===== src/rtl/airi5c_float_unpacker.sv =====
// ---------------------------------------------------------------------------
// airi5c_float_unpacker
//   Front end of the FPU operand path. Splits an IEEE-754 binary32 operand
//   into sign, unbiased exponent and 24-bit significand, and raises the
//   mutually exclusive class flags (zero / inf / sNaN / qNaN / denormal).
//   Subnormal operands are normalised one left shift per cycle, so every
//   consumer sees a significand with bit 23 set (zero excepted).
//
// Parameters
//   EXP_W     width of the two's-complement exponent output (>= 10)
//
// Ports
//   clk       clock, rising edge
//   reset     synchronous active-high reset
//   kill      abort current operation; clears all outputs on the next edge
//   load      start unpacking float_in; accepted only while not busy
//   float_in  binary32 operand, sampled on an accepted load
//   sgn, zero, inf, sNaN, qNaN, denormal   sign and class flags
//   exp_out   unbiased exponent, two's complement
//   man_out   significand including the hidden bit
//   busy      normalisation of a subnormal in progress
//   ready     one-cycle pulse: outputs valid
// ---------------------------------------------------------------------------
module airi5c_float_unpacker #(
  parameter int EXP_W = 10
) (
  input  logic             clk,
  input  logic             reset,
  input  logic             kill,
  input  logic             load,
  input  logic [31:0]      float_in,
  output logic             sgn,
  output logic             zero,
  output logic             inf,
  output logic             sNaN,
  output logic             qNaN,
  output logic             denormal,
  output logic [EXP_W-1:0] exp_out,
  output logic [23:0]      man_out,
  output logic             busy,
  output logic             ready
);

  typedef enum logic [0:0] {
    IDLE = 1'b0,
    NORM = 1'b1
  } state_t;

  // Everything an accepted load writes into the output registers.
  typedef struct packed {
    logic             sgn;
    logic             zero;
    logic             inf;
    logic             snan;
    logic             qnan;
    logic             denormal;
    logic [EXP_W-1:0] exp;
    logic [23:0]      man;
    logic             norm_req;
  } unpack_t;

  localparam logic [EXP_W-1:0] EXP_BIAS_C   = EXP_W'(10'd127);
  localparam logic [EXP_W-1:0] EXP_SPECIAL_C = EXP_W'(10'd128);
  // Subnormals carry the minimum normal exponent before normalisation.
  localparam logic [EXP_W-1:0] EXP_DENORM_C = EXP_W'(10'd0) - EXP_W'(10'd126);
  localparam logic [EXP_W-1:0] EXP_ONE_C    = EXP_W'(10'd1);

  // Classify a binary32 operand and produce its unpacked fields.
  function automatic unpack_t unpack_f(input logic [31:0] x);
    logic [7:0]  e;
    logic [22:0] f;
    unpack_t     u;
    e     = x[30:23];
    f     = x[22:0];
    u     = '0;
    u.sgn = x[31];
    if (e == 8'h00) begin
      if (f == 23'd0) begin
        u.zero = 1'b1;
      end else begin
        u.denormal = 1'b1;
        u.exp      = EXP_DENORM_C;
        u.man      = {1'b0, f};
        u.norm_req = 1'b1;
      end
    end else if (e == 8'hFF) begin
      u.exp = EXP_SPECIAL_C;
      u.man = {1'b1, f};
      if (f == 23'd0) begin
        u.inf = 1'b1;
      end else if (f[22]) begin
        u.qnan = 1'b1;
      end else begin
        u.snan = 1'b1;
      end
    end else begin
      u.exp = {{(EXP_W-8){1'b0}}, e} - EXP_BIAS_C;
      u.man = {1'b1, f};
    end
    return u;
  endfunction

  state_t      state_r;
  logic        load_acc_s;
  logic [23:0] man_shift_s;
  unpack_t     unpack_s;

  assign load_acc_s  = load && (state_r == IDLE) && !kill;
  assign man_shift_s = {man_out[22:0], 1'b0};
  assign unpack_s    = unpack_f(float_in);
  assign busy        = (state_r == NORM);

  // Operand capture, iterative normalisation and the ready pulse.
  always_ff @(posedge clk) begin
    if (reset || kill) begin
      state_r  <= IDLE;
      sgn      <= 1'b0;
      zero     <= 1'b0;
      inf      <= 1'b0;
      sNaN     <= 1'b0;
      qNaN     <= 1'b0;
      denormal <= 1'b0;
      exp_out  <= '0;
      man_out  <= 24'd0;
      ready    <= 1'b0;
    end else if (load_acc_s) begin
      sgn      <= unpack_s.sgn;
      zero     <= unpack_s.zero;
      inf      <= unpack_s.inf;
      sNaN     <= unpack_s.snan;
      qNaN     <= unpack_s.qnan;
      denormal <= unpack_s.denormal;
      exp_out  <= unpack_s.exp;
      man_out  <= unpack_s.man;
      ready    <= !unpack_s.norm_req;
      state_r  <= unpack_s.norm_req ? NORM : IDLE;
    end else if (state_r == NORM) begin
      // Shift and decrement together; finish on the edge that sets bit 23.
      man_out <= man_shift_s;
      exp_out <= exp_out - EXP_ONE_C;
      if (man_shift_s[23]) begin
        ready   <= 1'b1;
        state_r <= IDLE;
      end else begin
        ready   <= 1'b0;
        state_r <= NORM;
      end
    end else begin
      ready <= 1'b0;
    end
  end

endmodule


===== config.mk =====
export PLATFORM = sky130hd
export DESIGN_NAME = airi5c_float_unpacker
export DESIGN_NICKNAME = d
export VERILOG_FILES = /design/src/rtl/airi5c_float_unpacker.sv
export SDC_FILE = /design/constraint.sdc
export NUM_CORES = 1
export LEC_CHECK = 0
export BUFFER_PORTS_ARGS = -buffer_cell sky130_fd_sc_hd__buf_4
export CORE_AREA = 4 4 97 99
export CTS_BUF_LIST = sky130_fd_sc_hd__clkbuf_16
export DETAILED_ROUTE_END_ITERATION = 16
export DIE_AREA = 0 0 101 103
export PLACE_DENSITY = 0.58
export SLEW_MARGIN = 20
export SYNTH_ARGS = -nofsm -noshare
export SYNTH_HDL_FRONTEND = slang
export SYNTH_SLANG_ARGS = --single-unit
export TNS_END_PERCENT = 1

===== constraint.sdc =====
create_clock -name clk -period 4.5 [get_ports clk]
set_clock_uncertainty 0.2 [all_clocks]
set_input_delay 0 -clock clk [delete_from_list [all_inputs] [get_ports clk]]
set_output_delay 0 -clock clk [all_outputs]
set_load 0.02 [all_outputs]

== Word level (Yosys, flattened, before mapping) ==
Index checks and enable logic that the tools add are counted.
Word-level totals
  output and inout bits: 42
  bits of input ports: 36
  register bits: 42
  word-level logic and storage cells: 45
Cells by class
  reductions and logical operators: 8
  $add $sub $neg: 2
  eq/ne operators: 1
  bitwise logic cells: 1
  muxes and demuxes: 23
Operators by type and width (number)
  34-bit 2-to-1 mux: 2
  24-bit 2-to-1 mux: 2
  36-bit 2-to-1 mux: 1
  23-bit logical NOT: 1
  10-bit 2-to-1 mux: 2
  1-bit 2-to-1 mux: 13
  10-bit by 1-bit subtractor with 10-bit output (second input constant): 1
  8-bit by 7-bit subtractor with 9-bit output (second input constant): 1
  8-bit == test (second input constant): 1
  8-bit logical NOT: 1
  3-bit 2-to-1 mux: 2
  1-bit logical AND: 2
  1-bit logical NOT: 2
  2-bit 2-to-1 mux: 1
  2-bit nonzero test: 1
  1-bit logical OR: 1
  1-bit NOT: 1

== Longest topological paths before layout ==
  depth after elaboration: 5
  depth in mapped cells: 8
  mapped depth without buffers: 7

== Worst setup path before layout ==
OpenSTA, ideal clock, no wires.
  kind: reg2reg
  from: reg state_r, in the netlist busy
  to: reg sNaN
  library setup time: 0.071 ns
  period minus slack after synthesis: 1.917 ns
  slack: 2.583 ns
  data required time: 4.229 ns
  stages on the path, launching flop included: 6
  buffers on the path: 2
  arrival: 1.646 ns
  path through: dfxtp_1 -> buf_6 -> or3b_1 -> buf_6 -> or4_1 -> a21oi_1
On the way
  word-level cells in the longest chain between the ends: 3
RTL lines
  from (decl): line 103  | state_t state_r;
  from (signal assigned): line 136  | state_r <= unpack_s.norm_req ? NORM : IDLE;
  1-bit NOT: line 108  | assign load_acc_s = load && (state_r == IDLE) && !kill;
  1-bit logical AND (2 in series): line 108
  to (signal assigned): line 130  | sNaN <= unpack_s.snan;
  to (decl): line 35  | output logic sNaN,
Every way passes these cells.
A chain may end at the register's enable or synchronous reset.

== Worst setup path in the final report ==
  from: reg state_r, in the netlist busy
  to: reg exp_out[8]
On the way
  word-level cells in the longest chain between the ends: 4
  elaborated cells on any way between the ends: 5
  those cells by class: 1 x mux; 1 x bitwise; 3 x reduce/logical
RTL lines
  1-bit NOT: line 108
  1-bit logical AND (2 in series): line 108
  10-bit 2-to-1 mux or 2-bit nonzero test (tied branches)
  to (signal assigned): line 133  | exp_out <= unpack_s.exp;
  to (signal assigned): line 140  | exp_out <= exp_out - EXP_ONE_C;
  to (decl): line 38  | output logic [EXP_W-1:0] exp_out,
Parallel ways exist; a longest one is shown, timed or not.

==> flow_summary_export.csv <==
group,metric,value,unit
clock_tree,cts_tree,"built",
synth,synth.most_common_cell,"o21ai_0",
floorplanning,die_h,103,um
clock_tree,cts_buffer_depth,2,
clock_tree,htree_levels,2,
clock_tree,clock_latency,0.28,ns
synth,synth_edf_count,0,
synth,syn-num-nets,315,
final_layout,area_growth,51.8,%
worst_setup_path,critPathArrivalTime,2.76,ns
synth,syn-cell-area,0.00211,sq mm
timing,finalHoldViolations,0,
timing,grt_setup_unrepaired,"false",
floorplanning,fp-row-count,34,
synth,synth_ff_type,"dfxtp_1",
final_layout,fill_cells,866,
worst_setup_path,critPathKind,"register to register",
power_and_ir_drop,comb_power_share,0.173,
routing,via_count,2409,
synth,avgSynthCellArea,7.64,sq um
routing,drc,0,
worst_setup_path,cp.required,4.50,ns
floorplanning,io_pins,78,
power_and_ir_drop,power_frac_clock,0.385,
clock_tree,cts.sinks,42,
power_and_ir_drop,switching_share,0.259,
min_path,min_from,"kill",
power_and_ir_drop,internal-power,0.000658,W
routing,ant_nets,0,
placed_design,preCtsSetupSlack,1.76,ns
global_routing,antenna_found_initial,0,
outcome,status,"complete, no violations",
final_layout,n_antenna_cell,0,
routing,totalWireLength,7270,um
power_and_ir_drop,ir_drop,172,uV
synth,synth_cell_type_count,40,
floorplanning,floorplan.initialDensity,0.247,
worst_setup_path,crit_start,"busy",
power_and_ir_drop,p_per_area,277,mW/mm^2
global_routing,grt_pass1_wl,11300,um
clock_tree,clock-root-buffer,"clkbuf_16",
placed_design,gp_congestion,0.804,
timing,fin_crit,2.75,ns
synth,ys.warnings.count,0,
global_routing,grt_overflow,0,
final_layout,multiInputGateArea,0.00114,sq mm
worst_setup_path,cp-end-kind,"register",
timing,worstMarginPinSlew,1.05,ns
synth,yosys.area.top_type,"dfxtp_1",
power_and_ir_drop,p_seq_frac,0.442,
power_and_ir_drop,power.leakage,1.32,nW
synth,ys_top_cells_by_count,"o21ai_0 (51), dfxtp_1 (42), nand2_1 (36), a21oi_1 (33), nor2_1 (18)",
placed_design,port_buffers,77,
global_routing,grt_pass1_vias,2261,
synth,yosysTopAreaCellShare,0.399,
timing,slew_violations,0,
synth,synthArstFlopShare,0,
worst_setup_path,crit_path_start_kind,"register",
synth,synth_seq_area_share,0.399,
floorplanning,core_area,0.00855,sq mm
clock_tree,path_clk_slew,0.06,ns
routing,drtIter0Drc,172,
routing,drt_pass1_iterations,4,
timing,fin_ws,1.75,ns
synth,ys_ff_latch,42,
min_path,hp-class,"input pin to register",
job,cap_violations,0,
final_layout,drive_gt1_frac,0.239,
placed_design,dpl.hpwl,5150,um
final_layout,regArea,841,sq um
timing,min_period_over_period,0.612,
global_routing,grt_max_degree,37,
power_and_ir_drop,power.switching,0.000230,W
clock_tree,cts_resized,0,
final_layout,nets,415,
worst_setup_path,critPathMaxFanout,36,
synth,netlist_instances,276,
routing,viasPerCell,4.97,
synth,synthTopCellsByArea,"dfxtp_1 (40%), o21ai_0 (12%), a21oi_1 (7.8%)",
floorplanning,die_x,101,um
routing,wl_per_cell,15.0,um
global_routing,grtUsageTotal,0.134,
timing,timing.fmax,0.363,GHz
clock_tree,numCtsBuffers,5,
worst_setup_path,r2r_start,"busy",
timing,setup_viol,0,
timing,slew_headroom,0.303,
timing,fin_setup_tns,0,ns
floorplanning,dieArea,0.0104,sq mm
## critical path, stage by stage, from the launching register on
cell and delay [ns]:
dfxtp_1 0.49, or3b_1 0.89, o21ba_2 0.76, nand2_1 0.14, a31oi_1 0.17
## power by group through the flow
stage / Clock, W / Combinational (W) / Sequential [W]
after detailed placement: 0 / 0.000130 / 0.000400
after global placement: 0 / 0.000129 / 0.000400
after CTS: 0.000349 / 0.000153 / 0.000392
after global routing: 0.000363 / 0.000169 / 0.000394
final: 0.000342 / 0.000154 / 0.000392
after floorplan: 0 / 0.0000591 / 0.000410
## flip-flops by register name (all words and copies together), names as in the netlist
signal and cells:
busy 1, denormal 1, exp_out 10, inf 1
man_out 24, qNaN 1, ready 1, sNaN 1
sgn 1, zero 1
## path summary, 6_finish.rpt
path | slack, ns | depth (start not counted) | end
setup / recovery | 1.75 | 4 | exp_out[8]
hold / removal | 0.01 | 3 | exp_out[9]
setup reg to reg | 1.75 | 4 | exp_out[8]
hold reg to reg | 0.26 | 2 | sNaN
## stage by stage
stage	power, W	utilization	instances	hold WS, ns	area (sq um)
after floorplan	0.000469	-	276	-0.0640	2110
after global placement	0.000529	0.319	443	0.0598	2730
after detailed placement	0.000530	0.319	443	0.0645	2730
after CTS	0.000894	0.375	485	0.0134	3200
after global routing	0.000926	0.375	485	0.0372	3200
final	0.000888	0.375	485	0.0125	3200
## area by class of cell
cell class,count,share of cell area
clock buffer,5,0.0391
timing repair buffer,112,0.289
clock inverter,3,0.00391
sequential,42,0.263
tap,108,0.0422
inverter,5,0.00586
multi-input combinational,210,0.357
## cells by family after synthesis
kind of cell	synth area share
xor+xnor	0.0249
mux	0.0148
buf+inv	0.0587
simple gates	0.215
fa+ha+maj	0.0178
compound gates	0.270
flops	0.399
## placed cells by master, fill, tap and decap left out, drive strengths merged, types with 2 or more instances in the layout
cell,synthesis,layout
nand2b,2,2
nand4,2,2
inv,5,6
dfxtp,42,42
nand2,36,36
nor2,18,18
clkinv,0,2
or2,2,2
buf,5,78
clkbuf,14,5
and3,3,3
a31oi,6,6
mux2i,2,2
xor2,3,3
a21oi,34,34
nand3,9,9
a22oi,3,3
dlygate4sd3,0,34
xnor2,3,3
o211ai,3,3
o21ai,52,52
ha,3,3
nor3,7,7
nand4b,3,3
nor4,6,6
## layer usage
metal	up-vias	wire length (um)	track usage
met5	-	0	0
met2	92	3410	0.224
met3	8	481	0.0244
li1	1190	-	-
met4	0	76	0.0317
met1	1119	3300	0.180
## timing repair
item | 4_1_cts | 5_1_grt
endpoints found under the hold margin | 38 | 0
setup buffers | 0 | 0
hold buffers | 34 | 0
(Power assumes the default switching activity.)
